**src/rtl/credit_issue_scheduler_pkg.sv**
```systemverilog
// credit_issue_scheduler_pkg: state encoding, tier indices and width helper for the scheduler.
package credit_issue_scheduler_pkg;
  typedef enum logic {IDLE, HOLD} state_t;
  localparam int TIER_CRIT = 0;
  localparam int TIER_AGED = 1;
  localparam int TIER_CREDIT = 2;
  localparam int NUM_TIERS = 3;
  function automatic int clog2_min1(input int n);
    return (n > 1) ? $clog2(n) : 1;
  endfunction
endpackage

```
**src/rtl/credit_issue_scheduler_picker.sv**
```systemverilog
// credit_issue_scheduler_picker: round-robin pick of the first set request at or after start, wrapping.
module credit_issue_scheduler_picker #(
  parameter int N = 3,
  parameter int IW = 2
) (
  input  logic [N-1:0]  req,
  input  logic [IW-1:0] start,
  output logic [N-1:0]  grant,
  output logic          found
);
  always_comb begin
    grant = '0;
    found = 1'b0;
    for (int k = 0; k < N; k++)
      for (int i = 0; i < N; i++)
        if (!found && req[i] && i == (int'(start) + k) % N) begin
          grant[i] = 1'b1;
          found = 1'b1;
        end
  end
endmodule

```
**src/rtl/credit_issue_scheduler.sv**
```systemverilog
// credit_issue_scheduler: critical > aged > credited round-robin issue into a single held output slot.
module credit_issue_scheduler
  import credit_issue_scheduler_pkg::*;
#(
  parameter int NUM_REQUEST = 3,
  parameter int SINGLE_REQUEST_WIDTH_IN_BITS = 64,
  parameter int CREDIT_WIDTH = 4,
  parameter int CREDIT_INIT = 4,
  parameter int REFILL_PERIOD = 16,
  parameter int AGE_LIMIT = 8,
  localparam int W = SINGLE_REQUEST_WIDTH_IN_BITS,
  localparam int SW = clog2_min1(NUM_REQUEST)
) (
  input  logic                     clk_in,
  input  logic                     reset_n_in,
  input  logic [NUM_REQUEST*W-1:0] request_flatted_in,
  input  logic [NUM_REQUEST-1:0]   request_valid_flatted_in,
  input  logic [NUM_REQUEST-1:0]   request_critical_flatted_in,
  output logic [NUM_REQUEST-1:0]   issue_ack_out,
  output logic [W-1:0]             request_out,
  output logic                     request_critical_out,
  output logic [SW-1:0]            request_source_out,
  output logic                     request_valid_out,
  input  logic                     issue_ack_in
);
  localparam int AW = clog2_min1(AGE_LIMIT + 1);
  localparam int RW = clog2_min1(REFILL_PERIOD);
  state_t state, state_d;
  logic [CREDIT_WIDTH-1:0] credit [NUM_REQUEST];
  logic [AW-1:0] age [NUM_REQUEST];
  logic [RW-1:0] refill_cnt;
  logic [SW-1:0] last_grant, start, win;
  logic [NUM_TIERS-1:0][NUM_REQUEST-1:0] tier_req, tier_grant;
  logic [NUM_TIERS-1:0] tier_found;
  logic [NUM_REQUEST-1:0] grant;
  logic load, found, from_credit, refill;
  always_comb begin
    tier_req = '0;
    for (int i = 0; i < NUM_REQUEST; i++) begin
      tier_req[TIER_CRIT][i] = request_valid_flatted_in[i] & request_critical_flatted_in[i];
      tier_req[TIER_AGED][i] = request_valid_flatted_in[i] && age[i] == AW'(AGE_LIMIT);
      tier_req[TIER_CREDIT][i] = request_valid_flatted_in[i] && credit[i] != '0;
    end
  end
  assign start = (last_grant == SW'(NUM_REQUEST - 1)) ? '0 : last_grant + SW'(1);
  for (genvar t = 0; t < NUM_TIERS; t++) begin : g_tier
    credit_issue_scheduler_picker #(.N(NUM_REQUEST), .IW(SW)) u_picker (
      .req(tier_req[t]),
      .start(start),
      .grant(tier_grant[t]),
      .found(tier_found[t])
    );
  end
  always_comb begin
    grant = tier_found[TIER_CRIT] ? tier_grant[TIER_CRIT]
          : tier_found[TIER_AGED] ? tier_grant[TIER_AGED] : tier_grant[TIER_CREDIT];
    found = |tier_found;
    from_credit = !tier_found[TIER_CRIT] && !tier_found[TIER_AGED];
    win = '0;
    for (int i = 0; i < NUM_REQUEST; i++)
      if (grant[i]) win = SW'(i);
  end
  // Gated by reset so the combinational ack is also quiet while reset is held.
  assign load = reset_n_in && (state == IDLE || issue_ack_in);
  assign issue_ack_out = (load && found) ? grant : '0;
  assign refill = refill_cnt == RW'(REFILL_PERIOD - 1);
  assign request_valid_out = state == HOLD;
  always_comb begin
    state_d = state;
    if (load) state_d = found ? HOLD : IDLE;
  end
  always_ff @(posedge clk_in or negedge reset_n_in) begin
    if (!reset_n_in) state <= IDLE;
    else state <= state_d;
  end
  always_ff @(posedge clk_in or negedge reset_n_in) begin
    if (!reset_n_in) begin
      request_out <= '0;
      request_critical_out <= 1'b0;
      request_source_out <= '0;
      last_grant <= SW'(NUM_REQUEST - 1);
      refill_cnt <= '0;
      for (int i = 0; i < NUM_REQUEST; i++) begin
        credit[i] <= CREDIT_WIDTH'(CREDIT_INIT);
        age[i] <= '0;
      end
    end else begin
      if (load && found) begin
        request_out <= request_flatted_in[win*W +: W];
        request_critical_out <= request_critical_flatted_in[win];
        request_source_out <= win;
        last_grant <= win;
      end
      refill_cnt <= refill ? '0 : refill_cnt + RW'(1);
      for (int i = 0; i < NUM_REQUEST; i++) begin
        credit[i] <= refill ? CREDIT_WIDTH'(CREDIT_INIT)
                   : (issue_ack_out[i] && from_credit) ? credit[i] - CREDIT_WIDTH'(1) : credit[i];
        age[i] <= (!request_valid_flatted_in[i] || issue_ack_out[i]) ? '0
                : (age[i] == AW'(AGE_LIMIT)) ? age[i] : age[i] + AW'(1);
      end
    end
  end
endmodule

```
**config.mk**
```make
export PLATFORM = sky130hd
export DESIGN_NAME = credit_issue_scheduler
export DESIGN_NICKNAME = d
export VERILOG_FILES = /design/src/rtl/credit_issue_scheduler_pkg.sv /design/src/rtl/credit_issue_scheduler_picker.sv /design/src/rtl/credit_issue_scheduler.sv
export SDC_FILE = /design/constraint.sdc
export NUM_CORES = 1
export LEC_CHECK = 0
export BUFFER_PORTS_ARGS = -buffer_cell sky130_fd_sc_hd__buf_2
export CORE_MARGIN = 1.5
export CORE_UTILIZATION = 54
export DETAILED_ROUTE_END_ITERATION = 8
export HOLD_SLACK_MARGIN = 0.15
export MAX_ROUTING_LAYER = met4
export PLACE_DENSITY = 0.87
export SYNTH_ARGS = -nofsm -noshare
export SYNTH_HDL_FRONTEND = slang
export SYNTH_HIERARCHICAL = 1
export SYNTH_SLANG_ARGS = --single-unit
```
**constraint.sdc**
```tcl
create_clock -name clk_in -period 5.65 [get_ports clk_in]
set_clock_uncertainty 0.2 [all_clocks]
set_input_delay 0.8475 -clock clk_in [delete_from_list [all_inputs] [get_ports clk_in]]
set_output_delay 0.8475 -clock clk_in [all_outputs]
set_load 0.02 [all_outputs]
```
==> metrics.log, run 1 <==
INFO  metric min_period_over_period = 78.52%
INFO  metric average_wire_length_per_cell_after_detail_routing = 16.36 um
INFO  metric seq_area = 0.002432 mm2
INFO  metric globalplace.congestion = 0.8781
INFO  metric clock-root-buffer = sky130_fd_sc_hd__clkbuf_16
INFO  metric worst-path-max-fanout = 87
INFO  metric post-synth-top-area-fraction = 33.05%
INFO  metric yosys_register_bits = 97
INFO  metric drt-vias-per-instance = 5.660
INFO  metric n_fill_cell = 1045
INFO  metric max_cap_viol_count = 0
INFO  metric drt-total-wl = 19970 um
INFO  metric cts.htree.levels = 3
INFO  metric rows = 41
INFO  metric tightest_slew = 0.9471 ns
INFO  metric crit_path_cell_trace = nor2b_1, inv_1, ha_1, or2_1, o32a_4, nand2_1, o21a_2, nor2_1, buf_2
INFO  metric critPathTopFamily = simple AND/OR/NAND/NOR gates
INFO  metric syn-cell-area = 0.007042 mm2
INFO  metric setup.worst_path.class = reg2out
INFO  metric peakVddDrop = 0.3608 mV
INFO  metric cp_slowest_stage_delay = 0.54 ns
INFO  metric totalNegativeSetupSlack = 0 ns
INFO  metric hp-class = reg2reg
INFO  metric flow.area_growth_from_synthesis = 24.59%
INFO  metric ys_warnings = 6
INFO  metric crit-reg2reg-launch = last_grant[0]
INFO  metric cts_resized = 0
INFO  metric floorplan.die.width = 117.2 um
INFO  metric cts_hold_buffers = 0
INFO  metric fin_area = 0.008773 mm2
INFO  metric placedInstanceArea = 0.008466 mm2
INFO  metric yosys.area.top_type = sky130_fd_sc_hd__dfrtp_1
INFO  metric fin_crit = 4.437 ns
INFO  metric timing_hold_violations_final = 0
INFO  metric clk_latency = 0.33 ns
INFO  metric synthesis.area_per_instance = 8.683 um2
INFO  metric vias_in_the_first_global_route = 6590
INFO  metric critical_path.slowest_cell = sky130_fd_sc_hd__o32a_4
INFO  metric ys_types = 46
INFO  metric multi_input_area = 0.004283 mm2
INFO  metric synth-async-reset-ratio = 100.0%
INFO  metric rrSetupSlack = 1.65 ns
INFO  metric required = 4.60 ns
INFO  metric dpl.hpwl = 14220 um
INFO  metric mappedNetlistNets = 1028
INFO  metric report.power.total = 0.005077 W
INFO  metric worstHoldStart = request_source_out[1]
INFO  metric setup_viol_count_final = 0
INFO  metric cts.reportedPaths.clkPinSlew = 0.07 ns
INFO  metric initial_cell_density_of_the_core = 55.57%
INFO  metric coreArea = 0.01267 mm2
INFO  metric synthTopCellsByArea = sky130_fd_sc_hd__dfrtp_1 (33%), sky130_fd_sc_hd__mux2_2 (11%), sky130_fd_sc_hd__mux2i_1 (10%)
INFO  metric firstDrtPassIters = 5
INFO  metric setup_fix_bufs_post_cts = 0
INFO  metric critical_path_arrival = 3.39 ns
INFO  metric power.static_leakage = 4.022 nW
INFO  metric grt_setup_unrepaired = no
INFO  metric synth_most_common_cell = sky130_fd_sc_hd__a21oi_1
INFO  metric dr_total_vias = 6911
INFO  metric power.density = 578.7 mW/mm2
INFO  metric maximum_number_of_pins_on_one_net_before_global_route_repair = 88
INFO  metric achievable_frequency = 225.4 MHz
INFO  metric grt.overflow.total = 0
INFO  metric timing.slew.headroom = 36.86%
INFO  metric clock_sinks = 97
INFO  metric antenna_found_initial = 2
INFO  metric worst_setup_path_start_kind = flip-flop
INFO  metric hold_depth = 1
INFO  metric netlist_instances = 811
INFO  metric synth_enable_flop_cells = 0
INFO  metric grt_first_pass_wirelength = 30760 um
INFO  metric finalNetCount = 1258
INFO  metric cts_tree = built
INFO  metric antenna_left = 0
INFO  metric design.portCount = 272
INFO  metric timing.critical_path.buf_inv = 2
INFO  metric reg2regPathDepth = 9
INFO  metric die-area = 0.01373 mm2
INFO  metric port_buffers = 271
INFO  metric setup.worst_path.end_class = output port
INFO  metric detailed_route_iter0_violations = 493
INFO  metric reg2reg_to = credit[3]
INFO  metric postSynth.topFlopCell = sky130_fd_sc_hd__dfrtp_1
INFO  metric drcViolationCount = 0
INFO  metric cts_max_path_buffers = 2
INFO  metric grtUsageTotal = 29.28%
INFO  metric sequential_to_total_area_share_from_yosys_stat = 34.54%
INFO  metric dieHeight = 117.2 um
INFO  metric outcome = finished clean
INFO  metric cts_made_buffers = 9
INFO  metric synth_common_cells = sky130_fd_sc_hd__a21oi_1 (140), sky130_fd_sc_hd__dfrtp_1 (93), sky130_fd_sc_hd__nor2_1 (91), sky130_fd_sc_hd__nand2_1 (80), sky130_fd_sc_hd__mux2i_1 (71)
INFO  metric slew_viol_final = 0
INFO  metric min_delay_worst_endpoint = request_source_out[1]
INFO  metric final_layout_size_suffix_gt1_share = 36.90%
## cell families (layout without fill, tap and decap cells)
group / Yosys count / in the layout / share of synthesized area, %
AO/OA/AOI/OAI: 243 / 243 / 21.68
XOR/XNOR: 12 / 12 / 1.493
adder cells (fa/ha/maj): 16 / 16 / 2.843
buffers and inverters: 89 / 324 / 5.419
flip-flops: 97 / 97 / 34.54
multiplexers: 138 / 138 / 20.81
other: 0 / 3 / 0
AND/OR/NAND/NOR: 216 / 216 / 13.22
## power breakdown
part           internal [W]  switching, W
Combinational       0.00135       0.00198
Sequential         0.000972      0.000151
Clock              0.000367      0.000256
## worst max-delay path by stage
stage / cells after the start / end / slack [ns] / from
global route: 8 / issue_ack_out[2] / 1.06 / last_grant[0]
CTS: 9 / issue_ack_out[2] / 1.22 / last_grant[0]
global placement: 7 / issue_ack_out[2] / 1.62 / request_critical_flatted_in[2]
floorplan: 11 / issue_ack_out[2] / 2.13 / last_grant[0]
finish: 9 / issue_ack_out[2] / 1.21 / last_grant[0]
detailed placement: 9 / issue_ack_out[2] / 1.60 / last_grant[0]
## layout by cell type (no fill, tap or decap), types with 9 or more instances in the layout
cell type and n:
sky130_fd_sc_hd__a21oi_1 140, sky130_fd_sc_hd__ha_1 16, sky130_fd_sc_hd__dfrtp_1 93, sky130_fd_sc_hd__inv_1 27, sky130_fd_sc_hd__mux2_2 67, sky130_fd_sc_hd__buf_4 11, sky130_fd_sc_hd__mux2i_1 70, sky130_fd_sc_hd__nor2_1 91
sky130_fd_sc_hd__clkbuf_16 9, sky130_fd_sc_hd__buf_2 270, sky130_fd_sc_hd__o21ai_0 11, sky130_fd_sc_hd__o211ai_1 65, sky130_fd_sc_hd__nand2_1 80
## worst register-to-register path: stages, from the launching register on
cell and delay [ns]:
sky130_fd_sc_hd__dfrtp_1 0.39, sky130_fd_sc_hd__nor2b_1 0.40, sky130_fd_sc_hd__ha_1 0.29, sky130_fd_sc_hd__or2_1 0.16, sky130_fd_sc_hd__o32a_4 0.73, sky130_fd_sc_hd__nand2_1 0.26, sky130_fd_sc_hd__o21a_2 0.36, sky130_fd_sc_hd__buf_4 0.39
sky130_fd_sc_hd__or4_1 0.57, sky130_fd_sc_hd__a21oi_1 0.17
## sequential cells by signal (all words and copies together) (netlist names)
register and count:
refill_cnt 4, request_source_out 1, request_out 64, age 12
credit 12, request_valid_out 1, last_grant 2, request_critical_out 1
## area by class of cell
cell class                      count  share of cell area, %
Tap cell                          172                  2.453
Clock inverter                      3                 0.4564
Sequential cell                    97                  27.72
Clock buffer                       13                  2.966
Antenna cell                        3                0.08557
Timing Repair Buffer              281                  16.34
Multi-Input combinational cell    625                  48.82
Inverter                           27                  1.155
## metal layers
metal  GRT usage (%)  vias up  part of all wire, %
li1                -     3361                    -
met3           4.789       38                  6.2
met1           35.21     3244                   41
met4           11.16        0                  2.4
met2           49.50      268                   50
met5               -        -                    0
## metrics by stage
step           hold slack [ns]  setup slack, ns  utilization (%)  std cells
6_report                0.2815            1.213            69.24       1221
5_1_grt                 0.2969            1.060            69.22       1220
4_1_cts                 0.2851            1.222            69.18       1218
3_5_place_dp            0.2695            1.596            66.81       1202
3_3_place_gp            0.2642            1.624            66.81       1202
2_1_floorplan           0.2424            2.135                -        811
Power figures use the tool's default switching activity.
==> inputs of run 2 (changes only) <==
--- a/config.mk
+++ b/config.mk
@@ -7,11 +7,11 @@
 export LEC_CHECK = 0
 export BUFFER_PORTS_ARGS = -buffer_cell sky130_fd_sc_hd__buf_2
 export CORE_MARGIN = 1.5
-export CORE_UTILIZATION = 54
+export CORE_UTILIZATION = 50
 export DETAILED_ROUTE_END_ITERATION = 8
 export HOLD_SLACK_MARGIN = 0.15
 export MAX_ROUTING_LAYER = met4
-export PLACE_DENSITY = 0.87
+export PLACE_DENSITY = 0.82
 export SYNTH_ARGS = -nofsm -noshare
 export SYNTH_HDL_FRONTEND = slang
 export SYNTH_HIERARCHICAL = 1
==> constraint.sdc (replaced) <==
create_clock -name clk_in -period 4.4 [get_ports clk_in]
set_clock_uncertainty 0.2 [all_clocks]
set_input_delay 0.66 -clock clk_in [delete_from_list [all_inputs] [get_ports clk_in]]
set_output_delay 0.66 -clock clk_in [all_outputs]
set_load 0.02 [all_outputs]
==> metrics.log, run 2 (synthesis results as in run 1) <==
INFO  metric outcome = finished clean
INFO  metric max_cap_viol_count = 0 (unchanged)
INFO  metric min_period_over_period = 87.14%
INFO  metric detailed_route_iter0_violations = 350 (-29%)
INFO  metric design.portCount = 272 (unchanged)
INFO  metric timing_hold_violations_final = 0 (unchanged)
INFO  metric dpl.hpwl = 14240 um (+0.13%)
INFO  metric achievable_frequency = 260.8 MHz
INFO  metric timing.slew.headroom = 48.36% (+11 points)
INFO  metric clock-root-buffer = sky130_fd_sc_hd__clkbuf_16
INFO  metric die-area = 0.01480 mm2 (+7.8%)
INFO  metric setup.worst_path.class = reg2out
INFO  metric totalNegativeSetupSlack = 0 ns (unchanged)
INFO  metric power.static_leakage = 4.051 nW (+0.73%)
INFO  metric hp-class = reg2reg
INFO  metric dr.max_layer_used = met4
INFO  metric layout.cells.most_common = sky130_fd_sc_hd__buf_2
INFO  metric clk_latency = 0.34 ns (about the same)
INFO  metric flow.area_growth_from_synthesis = 25.60%
INFO  metric dieHeight = 121.7 um (+3.8%)
INFO  metric largest-register = request_out
INFO  metric dr_total_vias = 6940 (+0.42%)
INFO  metric slew_viol_final = 0 (unchanged)
INFO  metric hold_depth = 1 (unchanged)
INFO  metric drcViolationCount = 0 (unchanged)
INFO  metric floorplan.die.width = 121.7 um (+3.8%)
INFO  metric num_antenna_cells = 0 (-3)
INFO  metric globalplace.congestion = 0.8082 (-8.0%)
INFO  metric rows = 43 (+4.9%)
INFO  metric cts_made_buffers = 9 (unchanged)
INFO  metric antenna_left = 0 (unchanged)
INFO  metric fin_crit = 3.834 ns
INFO  metric setup.worst_path.end_class = output port
INFO  metric drt-total-wl = 20190 um (+1.1%)
INFO  metric largest_registers = request_out x64, age x12, credit x12
INFO  metric worst-path-max-fanout = 14 (-84%)
INFO  metric final_layout_size_suffix_gt1_share = 37.24% (+0.34 points)
INFO  metric reg2regPathDepth = 10 (+1)
INFO  metric maximum_number_of_pins_on_one_net_before_global_route_repair = 67 (-24%)
INFO  metric cts_max_path_buffers = 2 (unchanged)
INFO  metric cts.reportedPaths.clkPinSlew = 0.07 ns (about the same)
INFO  metric average_wire_length_per_cell_after_detail_routing = 16.41 um (+0.33%)
INFO  metric setup_fix_bufs_post_cts = 0 (unchanged)
INFO  metric vias_in_the_first_global_route = 6653 (+0.96%)
INFO  metric required = 3.54 ns (-1.06 ns)
INFO  metric grt_first_pass_wirelength = 31770 um (+3.3%)
INFO  metric dr_wl_met3 = 1402 um (+13%)
INFO  metric tightest_slew = 0.7746 ns (-0.1724 ns)
INFO  metric grtUsageTotal = 27.73% (-1.5 points)
INFO  metric antenna_found_initial = 0 (-2)
INFO  metric detail_route.wirelength.met1 = 8510 um (+3.2%)
INFO  metric largest_register_ff_count = 64 (unchanged)
INFO  metric coreArea = 0.01383 mm2 (+9.1%)
INFO  metric peakVddDrop = 0.4100 mV (+14%)
INFO  metric initial_cell_density_of_the_core = 50.93% (-4.6 points)
INFO  metric met2RoutedLength = 9872 um (-1.3%)
INFO  metric critical_path_arrival = 2.97 ns (-0.42 ns)
INFO  metric cts_tree = built
INFO  metric clock_sinks = 97 (unchanged)
INFO  metric grt_setup_unrepaired = no
INFO  metric final.hold.worst_slack = 0.2935 ns (+0.01206 ns)
INFO  metric report.power.total = 0.006613 W (+30%)
INFO  metric port_buffers = 271 (unchanged)
INFO  metric setup_viol_count_final = 0 (unchanged)
INFO  metric grt.overflow.total = 0 (unchanged)
INFO  metric cts.htree.levels = 3 (unchanged)
INFO  metric finalNetCount = 1262 (+0.32%)
INFO  metric drt-vias-per-instance = 5.642 (-0.32%)
INFO  metric firstDrtPassIters = 5 (unchanged)
INFO  metric worst_setup_path_start_kind = flip-flop
INFO  metric power.density = 747.7 mW/mm2 (+29%)
INFO  metric final_cell_mix = sky130_fd_sc_hd__buf_2 (270), sky130_fd_sc_hd__a21oi_1 (140), sky130_fd_sc_hd__dfrtp_1 (93)
run 2: changes by cell type in the layout (fill, tap and decap cells not counted), moves of 2 or more:
cell | previous run | this run
sky130_fd_sc_hd__buf_12 | 0 | 2
sky130_fd_sc_hd__clkbuf_1 | 2 | 0
sky130_fd_sc_hd__diode_2 | 3 | 0
sky130_fd_sc_hd__inv_6 | 0 | 2
run 2: through the flow:
step / instances / util [%] / cell area (um2) / setup WS [ns]
global route: 1230 / 63.97 / 8845 / 0.3502
floorplan: 811 / - / 7042 / 1.072
detailed placement: 1213 / 61.64 / 8523 / 0.9238
global placement: 1213 / 61.64 / 8523 / 0.9871
finish: 1230 / 63.97 / 8845 / 0.5656
CTS: 1230 / 63.97 / 8845 / 0.5639
run 2: timing repair:
| action | in CTS | in global routing |
|---|---|---|
| hold endpoints to repair | 7 | 0 |
| gates resized for setup | 0 | 0 |
| hold buffers | 1 | 0 |
run 2: worst paths after layout:
path / start / end / slack [ns]
worst max-delay path: last_grant[0] / issue_ack_out[2] / 0.57
worst min-delay path: refill_cnt[0] / refill_cnt[0] / 0.29
worst max register to register: last_grant[0] / request_out[6] / 0.88
worst min register to register: refill_cnt[0] / refill_cnt[0] / 0.29
max in group asynchronous: reset_n_in / request_out[14] / 2.13
min in group asynchronous: reset_n_in / age[11] / 0.69
run 2: worst max-delay path, cell delays in order (launching register included):
cell and delay [ns]:
sky130_fd_sc_hd__dfrtp_1 0.38, sky130_fd_sc_hd__nor2b_1 0.39, sky130_fd_sc_hd__inv_1 0.10, sky130_fd_sc_hd__ha_1 0.22
sky130_fd_sc_hd__or2_1 0.23, sky130_fd_sc_hd__o32a_2 0.29, sky130_fd_sc_hd__mux2i_1 0.33, sky130_fd_sc_hd__o21a_2 0.36
sky130_fd_sc_hd__nor2_1 0.14, sky130_fd_sc_hd__buf_2 0.19
run 2: power by group:
part / total, W / switching, W / internal [W] / leakage, nW
clock: 0.000834 / 0.000369 / 0.000465 / 0.155
sequential: 0.00144 / 0.000195 / 0.00125 / 1.12
combinational: 0.00434 / 0.00257 / 0.00177 / 2.77
run 2: layout make-up:
class                      instances  area, um2
clock buffer                      10      239.0
clock inverter                     6      72.57
fill                            1173       4982
inverter                          27      101.3
multi-input combinational        625       4283
sequential                        97       2432
tap                              180      225.2
timing repair buffer             285       1491
run 2: layer usage:
layer | up-vias | global-route usage (%)
met1 | 3252 | 35.37
met4 | 0 | 7.353
met2 | 294 | 45.69
met3 | 35 | 4.963
met5 | - | -
li1 | 3359 | -
